<file path="config.mk">
export PLATFORM = sky130hd
export DESIGN_NAME = multicycle_control
export DESIGN_NICKNAME = d
export VERILOG_FILES = /design/src/rtl/multicycle_control.sv
export SDC_FILE = /design/constraint.sdc
export NUM_CORES = 1
export LEC_CHECK = 0
export CORE_UTILIZATION = 28
export CTS_CLUSTER_DIAMETER = 150
export DETAILED_ROUTE_END_ITERATION = 6
export DONT_BUFFER_PORTS = 1
export SYNTH_ARGS = -nofsm -noshare
export SYNTH_HDL_FRONTEND = slang
export SYNTH_SLANG_ARGS = --single-unit
</file>
<file path="constraint.sdc">
create_clock -name clk -period 1.7 [get_ports clk]
set_input_delay 0.425 -clock clk [delete_from_list [all_inputs] [get_ports clk]]
set_output_delay 0.425 -clock clk [all_outputs]
set_load 0.01 [all_outputs]
</file>
<file path="src/rtl/multicycle_control.sv">
// multicycle_control
//   Moore sequencer for a shared-memory multi-cycle RV32I datapath. Each
//   instruction steps through FETCH, DECODE, an execute state, optional
//   memory access and write-back. Every memory access (and the optional
//   mul/div unit) is handshaked. A wait longer than MEM_TIMEOUT cycles,
//   or an opcode that cannot be decoded, parks the machine in a sticky
//   FAULT state that only reset leaves.
//
// Build option:
//   MULTICYCLE_MULDIV_EN - when defined, R-type with funct7[0]=1 runs
//   through the MULDIV state. When undefined, that encoding faults and
//   muldiv_start is tied low.
//
// Parameters:
//   MEM_TIMEOUT - maximum number of wait cycles on mem_ready/muldiv_done
//                 before FAULT. 0 disables the timeout.
//
// Ports:
//   clk, rst_n          clock, asynchronous active-low reset
//   opcode, funct7_b0   instruction fields held in the IR
//   branch_taken        comparator result for the current branch
//   mem_ready           memory completes the current access this cycle
//   muldiv_done         mul/div result valid
//   pc_write, ir_write  PC load / IR and old_pc load
//   mem_read, mem_write memory requests
//   i_or_d              address select (0 = PC, 1 = ALU register)
//   reg_write, wb_sel   register file write and its source
//   alu_src_a/b, alu_op ALU operand selects and operation class
//   imm_type            immediate format
//   pc_src              next-PC source
//   muldiv_start        one-cycle mul/div start pulse
//   fault               sticky fault flag
//   state               current state encoding (debug)
module multicycle_control #(
  parameter int MEM_TIMEOUT = 255
) (
  input  logic       clk,
  input  logic       rst_n,
  input  logic [6:0] opcode,
  input  logic       funct7_b0,
  input  logic       branch_taken,
  input  logic       mem_ready,
  input  logic       muldiv_done,
  output logic       pc_write,
  output logic       ir_write,
  output logic       mem_read,
  output logic       mem_write,
  output logic       i_or_d,
  output logic       reg_write,
  output logic [1:0] wb_sel,
  output logic [1:0] alu_src_a,
  output logic [1:0] alu_src_b,
  output logic [1:0] alu_op,
  output logic [2:0] imm_type,
  output logic [1:0] pc_src,
  output logic       muldiv_start,
  output logic       fault,
  output logic [3:0] state
);

  localparam int CNT_W = (MEM_TIMEOUT < 1) ? 1 : $clog2(MEM_TIMEOUT + 1);

  localparam logic [6:0] OP_R      = 7'b0110011;
  localparam logic [6:0] OP_IMM    = 7'b0010011;
  localparam logic [6:0] OP_LOAD   = 7'b0000011;
  localparam logic [6:0] OP_STORE  = 7'b0100011;
  localparam logic [6:0] OP_BRANCH = 7'b1100011;
  localparam logic [6:0] OP_JAL    = 7'b1101111;
  localparam logic [6:0] OP_JALR   = 7'b1100111;
  localparam logic [6:0] OP_LUI    = 7'b0110111;
  localparam logic [6:0] OP_AUIPC  = 7'b0010111;

  typedef enum logic [3:0] {
    S_IDLE     = 4'd0,
    S_FETCH    = 4'd1,
    S_DECODE   = 4'd2,
    S_EXEC_R   = 4'd3,
    S_EXEC_I   = 4'd4,
    S_MEM_ADDR = 4'd5,
    S_MEM_RD   = 4'd6,
    S_MEM_WR   = 4'd7,
    S_WB       = 4'd8,
    S_BRANCH   = 4'd9,
    S_JUMP     = 4'd10,
    S_UPPER    = 4'd11,
    S_MULDIV   = 4'd12,
    S_FAULT    = 4'd15
  } state_t;

  state_t           r_state;
  state_t           w_next;
  logic [CNT_W-1:0] r_cnt;
  logic             w_waiting;
  logic             w_timeout;
  logic [1:0]       r_wb_sel;
  logic [1:0]       w_wb_sel_nxt;

  // Counter reaching the limit only faults if the handshake did not
  // complete in that same cycle; the next-state logic checks completion
  // first.
  assign w_timeout = (MEM_TIMEOUT != 0) && (r_cnt == CNT_W'(MEM_TIMEOUT));
  assign state     = r_state;

  always_comb begin
    w_next       = r_state;
    w_wb_sel_nxt = r_wb_sel;
    w_waiting    = 1'b0;
    case (r_state)
      S_IDLE:   w_next = S_FETCH;
      S_FETCH: begin
        w_waiting = 1'b1;
        if (mem_ready)      w_next = S_DECODE;
        else if (w_timeout) w_next = S_FAULT;
      end
      S_DECODE: begin
        case (opcode)
`ifdef MULTICYCLE_MULDIV_EN
          OP_R:                w_next = funct7_b0 ? S_MULDIV : S_EXEC_R;
`else
          OP_R:                w_next = funct7_b0 ? S_FAULT : S_EXEC_R;
`endif
          OP_IMM:              w_next = S_EXEC_I;
          OP_LOAD, OP_STORE:   w_next = S_MEM_ADDR;
          OP_BRANCH:           w_next = S_BRANCH;
          OP_JAL, OP_JALR:     w_next = S_JUMP;
          OP_LUI, OP_AUIPC:    w_next = S_UPPER;
          default:             w_next = S_FAULT;
        endcase
      end
      S_EXEC_R, S_EXEC_I, S_UPPER: begin
        w_next       = S_WB;
        w_wb_sel_nxt = 2'b00;
      end
      S_MEM_ADDR: w_next = (opcode == OP_LOAD) ? S_MEM_RD : S_MEM_WR;
      S_MEM_RD: begin
        w_waiting = 1'b1;
        if (mem_ready) begin
          w_next       = S_WB;
          w_wb_sel_nxt = 2'b01;
        end else if (w_timeout) begin
          w_next = S_FAULT;
        end
      end
      S_MEM_WR: begin
        w_waiting = 1'b1;
        if (mem_ready)      w_next = S_FETCH;
        else if (w_timeout) w_next = S_FAULT;
      end
      S_WB, S_BRANCH, S_JUMP: w_next = S_FETCH;
`ifdef MULTICYCLE_MULDIV_EN
      S_MULDIV: begin
        w_waiting = 1'b1;
        if (muldiv_done) begin
          w_next       = S_WB;
          w_wb_sel_nxt = 2'b00;
        end else if (w_timeout) begin
          w_next = S_FAULT;
        end
      end
`endif
      S_FAULT:  w_next = S_FAULT;
      default:  w_next = S_FAULT;
    endcase
  end

  always_ff @(posedge clk or negedge rst_n) begin
    if (!rst_n) begin
      r_state  <= S_IDLE;
      r_cnt    <= '0;
      r_wb_sel <= 2'b00;
    end else begin
      r_state  <= w_next;
      r_wb_sel <= w_wb_sel_nxt;
      if (w_next != r_state) r_cnt <= '0;
      else if (w_waiting)    r_cnt <= r_cnt + 1'b1;
    end
  end

`ifdef MULTICYCLE_MULDIV_EN
  // Set after the first MULDIV cycle so the start pulse lasts one cycle
  // regardless of how the wait counter behaves.
  logic r_md_busy;
  always_ff @(posedge clk or negedge rst_n) begin
    if (!rst_n) r_md_busy <= 1'b0;
    else        r_md_busy <= (r_state == S_MULDIV) && (w_next == S_MULDIV);
  end
`else
  logic w_unused_muldiv_done;
  assign w_unused_muldiv_done = muldiv_done;
`endif

  always_comb begin
    pc_write     = 1'b0;
    ir_write     = 1'b0;
    mem_read     = 1'b0;
    mem_write    = 1'b0;
    i_or_d       = 1'b0;
    reg_write    = 1'b0;
    wb_sel       = 2'b00;
    alu_src_a    = 2'b00;
    alu_src_b    = 2'b00;
    alu_op       = 2'b00;
    imm_type     = 3'b000;
    pc_src       = 2'b00;
    muldiv_start = 1'b0;
    fault        = 1'b0;
    case (r_state)
      S_FETCH: begin
        mem_read  = 1'b1;
        alu_src_b = 2'b10;
        pc_write  = mem_ready;
        ir_write  = mem_ready;
      end
      S_EXEC_R: begin
        alu_src_a = 2'b01;
        alu_op    = 2'b10;
      end
      S_EXEC_I: begin
        alu_src_a = 2'b01;
        alu_src_b = 2'b01;
        alu_op    = 2'b11;
      end
      S_MEM_ADDR: begin
        alu_src_a = 2'b01;
        alu_src_b = 2'b01;
        imm_type  = (opcode == OP_STORE) ? 3'b001 : 3'b000;
      end
      S_MEM_RD: begin
        mem_read = 1'b1;
        i_or_d   = 1'b1;
      end
      S_MEM_WR: begin
        mem_write = 1'b1;
        i_or_d    = 1'b1;
      end
      S_WB: begin
        reg_write = 1'b1;
        wb_sel    = r_wb_sel;
      end
      S_BRANCH: begin
        alu_src_a = 2'b01;
        alu_op    = 2'b01;
        imm_type  = 3'b010;
        pc_src    = 2'b01;
        pc_write  = branch_taken;
      end
      S_JUMP: begin
        alu_src_b = 2'b01;
        pc_src    = 2'b10;
        pc_write  = 1'b1;
        reg_write = 1'b1;
        wb_sel    = 2'b10;
        if (opcode == OP_JAL) begin
          alu_src_a = 2'b10;
          imm_type  = 3'b100;
        end else begin
          alu_src_a = 2'b01;
        end
      end
      S_UPPER: begin
        alu_src_b = 2'b01;
        imm_type  = 3'b011;
        alu_src_a = (opcode == OP_LUI) ? 2'b11 : 2'b10;
      end
`ifdef MULTICYCLE_MULDIV_EN
      S_MULDIV: muldiv_start = !r_md_busy;
`endif
      S_FAULT:  fault = 1'b1;
      default: ;
    endcase
  end

endmodule

</file>
==> results_dict.tcl <==
set metrics [dict create \
    status "finished with violations" \
    violations "setup timing" \
    crit_buf_inv 2 \
    hold_viol_final 0 \
    start_kind "flop" \
    fmax_mhz 464 \
    synth-main-ff-cell "dfrtp_1" \
    cts_tree "built" \
    synth_top_area_share_pct 25.0 \
    worstMarginPinSlew_ps 646 \
    clockBufferDepth 2 \
    die_area_um2 4920 \
    drive_above_1_share_pct 60.9 \
    r2r_cells 6 \
    fin_crit_ps 2160 \
    yosys-top-cells-area "dfrtp_1, nor4_1, nor2_1, a21oi_1, nand2_1" \
    relSlewSlack_pct 56.8 \
    min_path_cells 2 \
    fin_area_um2 2480 \
    antenna_found_initial 0 \
    cellLeakagePower_nw 1.03 \
    hold_slack_ps 405 \
    synthesis.area_um2 1300 \
    drt_iter0_drc 105 \
    max_stage_delay_ps 540 \
    min_path_type "input port to flop" \
    path_cells "buf_6, buf_6, or4b_4, nor2_4, a211o_1" \
    htree_levels 1 \
    numPortBuffers 0 \
    ant_nets 0 \
    dp.cells 261 \
    finalWirelength_um 5060 \
    clk_pin_slew_ps 60 \
    yosysWarnings 0 \
    die_y_um 70.2 \
    path_max_fanout 3 \
    vias_per_cell 5.56 \
    skew_ps 8.93 \
    placed_cell_area_um2 1770 \
    diodes 0 \
    yosysSeqAreaShare_pct 25.0 \
    root_buffer "clkbuf_8" \
    place_congestion 0.887 \
    hold_start "mem_ready" \
    avgSynthCellArea_um2 7.79 \
    stdcell_count 287 \
    fillers 386 \
    die-width_um 70.2 \
    insertion_delay_ps 260 \
    grt_max_degree 14 \
    power.density_nw_per_um2 278 \
    path_class "flop to output port" \
    synth_edf_count 0 \
    yosysUniqueCellTypes 56 \
    crit_slowest_cell "or4b_4" \
    drt-pass1-iter-count 4 \
    area_growth_pct 90.7 \
    yosysMostFrequentCell "nor2_1" \
    start_util_pct 29.5 \
    min_to "r_wb_sel[0]" \
    vdd_drop_max_uv 455 \
    r2r_end "r_cnt[7]" \
    cpMostUsedCell "buf_6" \
    yosys.area.top_type "dfrtp_1" \
    slew_viol_final 0 \
    worst_slack_ps -456 \
    postSynthNetCount 181 \
    core-area_um2 4410 \
    final-setup-viol-count 32 \
    gr-total-overflow 0 \
    numCtsBuffers 3 \
    rows 24 \
    crit_family "simple AND/OR/NAND/NOR gates" \
    grt_pass1_vias 1553 \
    fin_nets 250 \
    vias 1596 \
    hpwlAfterDp_um 3040 \
    min_period_over_period_pct 127 \
    ys_async_sr_fraction_pct 100 \
    endpoint_kind "output port" \
    syn_inst 167 \
    cts.sinks 13 \
    r2r_start "state[2]" \
    post-route-util_pct 56.2 \
    max-cap-violations 0 \
    synth_seq_cells 13 \
    wl_per_cell_um 17.6 \
    r2r_slack_ps -450 \
    route.detailed.drc 0 \
    rsz0062_at_grt "true" \
    fin_setup_tns_ps -8150 \
    cp.required_ps 1270 \
    ios 38 \
    grt_first_pass_wirelength_um 7650 \
    arrival_ps 1730 \
    grt_usage_pct 19.6 \
    ys_top_cells_by_count "nor2_1, a21oi_1, dfrtp_1, nand2_1, nor4_1" \
]
## worst max path at each step
stage	startpoint	endpoint	depth (start not counted)
after floorplan	opcode[2]	r_cnt[7]	6
after global placement	opcode[2]	r_cnt[7]	5
after detailed placement	opcode[2]	r_cnt[7]	5
after CTS	state[1]	pc_write	5
after global routing	state[2]	r_cnt[7]	6
final	state[1]	pc_write	5
## cells in the final DEF, fill, tap and decap left out, types with 3 or more instances in the layout
| cell type | count |
|---|---|
| and2_4 | 4 |
| inv_1 | 3 |
| buf_6 | 25 |
| a21oi_1 | 9 |
| xnor2_1 | 4 |
| nor4_4 | 3 |
| nor4_1 | 3 |
| clkbuf_8 | 3 |
| dfrtp_1 | 11 |
| and3_4 | 3 |
| a21oi_2 | 3 |
| nor4_2 | 6 |
| or4b_4 | 3 |
| nor2b_4 | 3 |
| nand2_1 | 11 |
| nor3_1 | 3 |
| nand3_1 | 3 |
| buf_4 | 44 |
| nand2b_4 | 6 |
| nor2_4 | 9 |
| nor2_1 | 8 |
## cells by family (layout without fill, tap and decap cells)
| kind of cell | after synthesis | in the layout | synth area share [%] |
|---|---|---|---|
| xor gates and xnor gates | 7 | 7 | 4.71 |
| buffers and inverters | 15 | 83 | 5.00 |
| muxes | 2 | 2 | 1.63 |
| other | 1 | 1 | 0.288 |
| AOI/OAI and AO/OA | 42 | 42 | 23.8 |
| adders and majority gates | 1 | 1 | 0.961 |
| and+or+nand+nor | 86 | 86 | 38.7 |
| DFF | 13 | 13 | 25.0 |
## worst register-to-register path, cell delays in order, from the launching register on
cell     delay, ps
dfrtp_2        450
buf_4          140
or3b_4         370
and2_4         150
or4_4          490
xor2_2         180
nor4_4         260
## layer usage
metal | share of wire [%] | up-vias | global-route usage [%] | wire length [um]
li1 | - | 762 | - | -
met1 | 39 | 778 | 24.3 | 1980
met2 | 53 | 46 | 34.7 | 2710
met3 | 6.1 | 10 | 4.04 | 310
met4 | 1.3 | 0 | 4.44 | 64
met5 | 0 | - | 0 | 0
## registers in the layout (all words and copies together) (netlist names)
register	cells
r_wb_sel	1
r_cnt	8
state	4
## power breakdown
group,internal (mW),switching [mW]
Combinational,0.0398,0.0448
Sequential,0.310,0.000795
Clock,0.166,0.128
Total,0.516,0.174
## stage by stage
step / setup slack, ps / power (mW)
floorplan: -275 / 0.363
global placement: -403 / 0.373
detailed placement: -453 / 0.373
CTS: -410 / 0.676
global route: -497 / 0.710
finish: -456 / 0.690
## cell type report
type,count,area [um^2],area share [%]
Tap cell,52,65.1,2.62
Timing Repair Buffer,75,717,28.9
Sequential cell,13,328,13.2
Inverter,4,17.5,0.706
Clock buffer,4,45.0,1.82
Multi-Input combinational cell,139,1310,52.7
## timing repair
action	4_1_cts	5_1_grt
cloned	0	1
endpoints found under the hold margin	13	0
hold buffers	1	0
buffers inserted	13	9
gates resized for setup	76	30
pin swaps	20	14
endpoints found under the setup margin	29	32
Note: power is estimated with default switching activity, not from simulation.
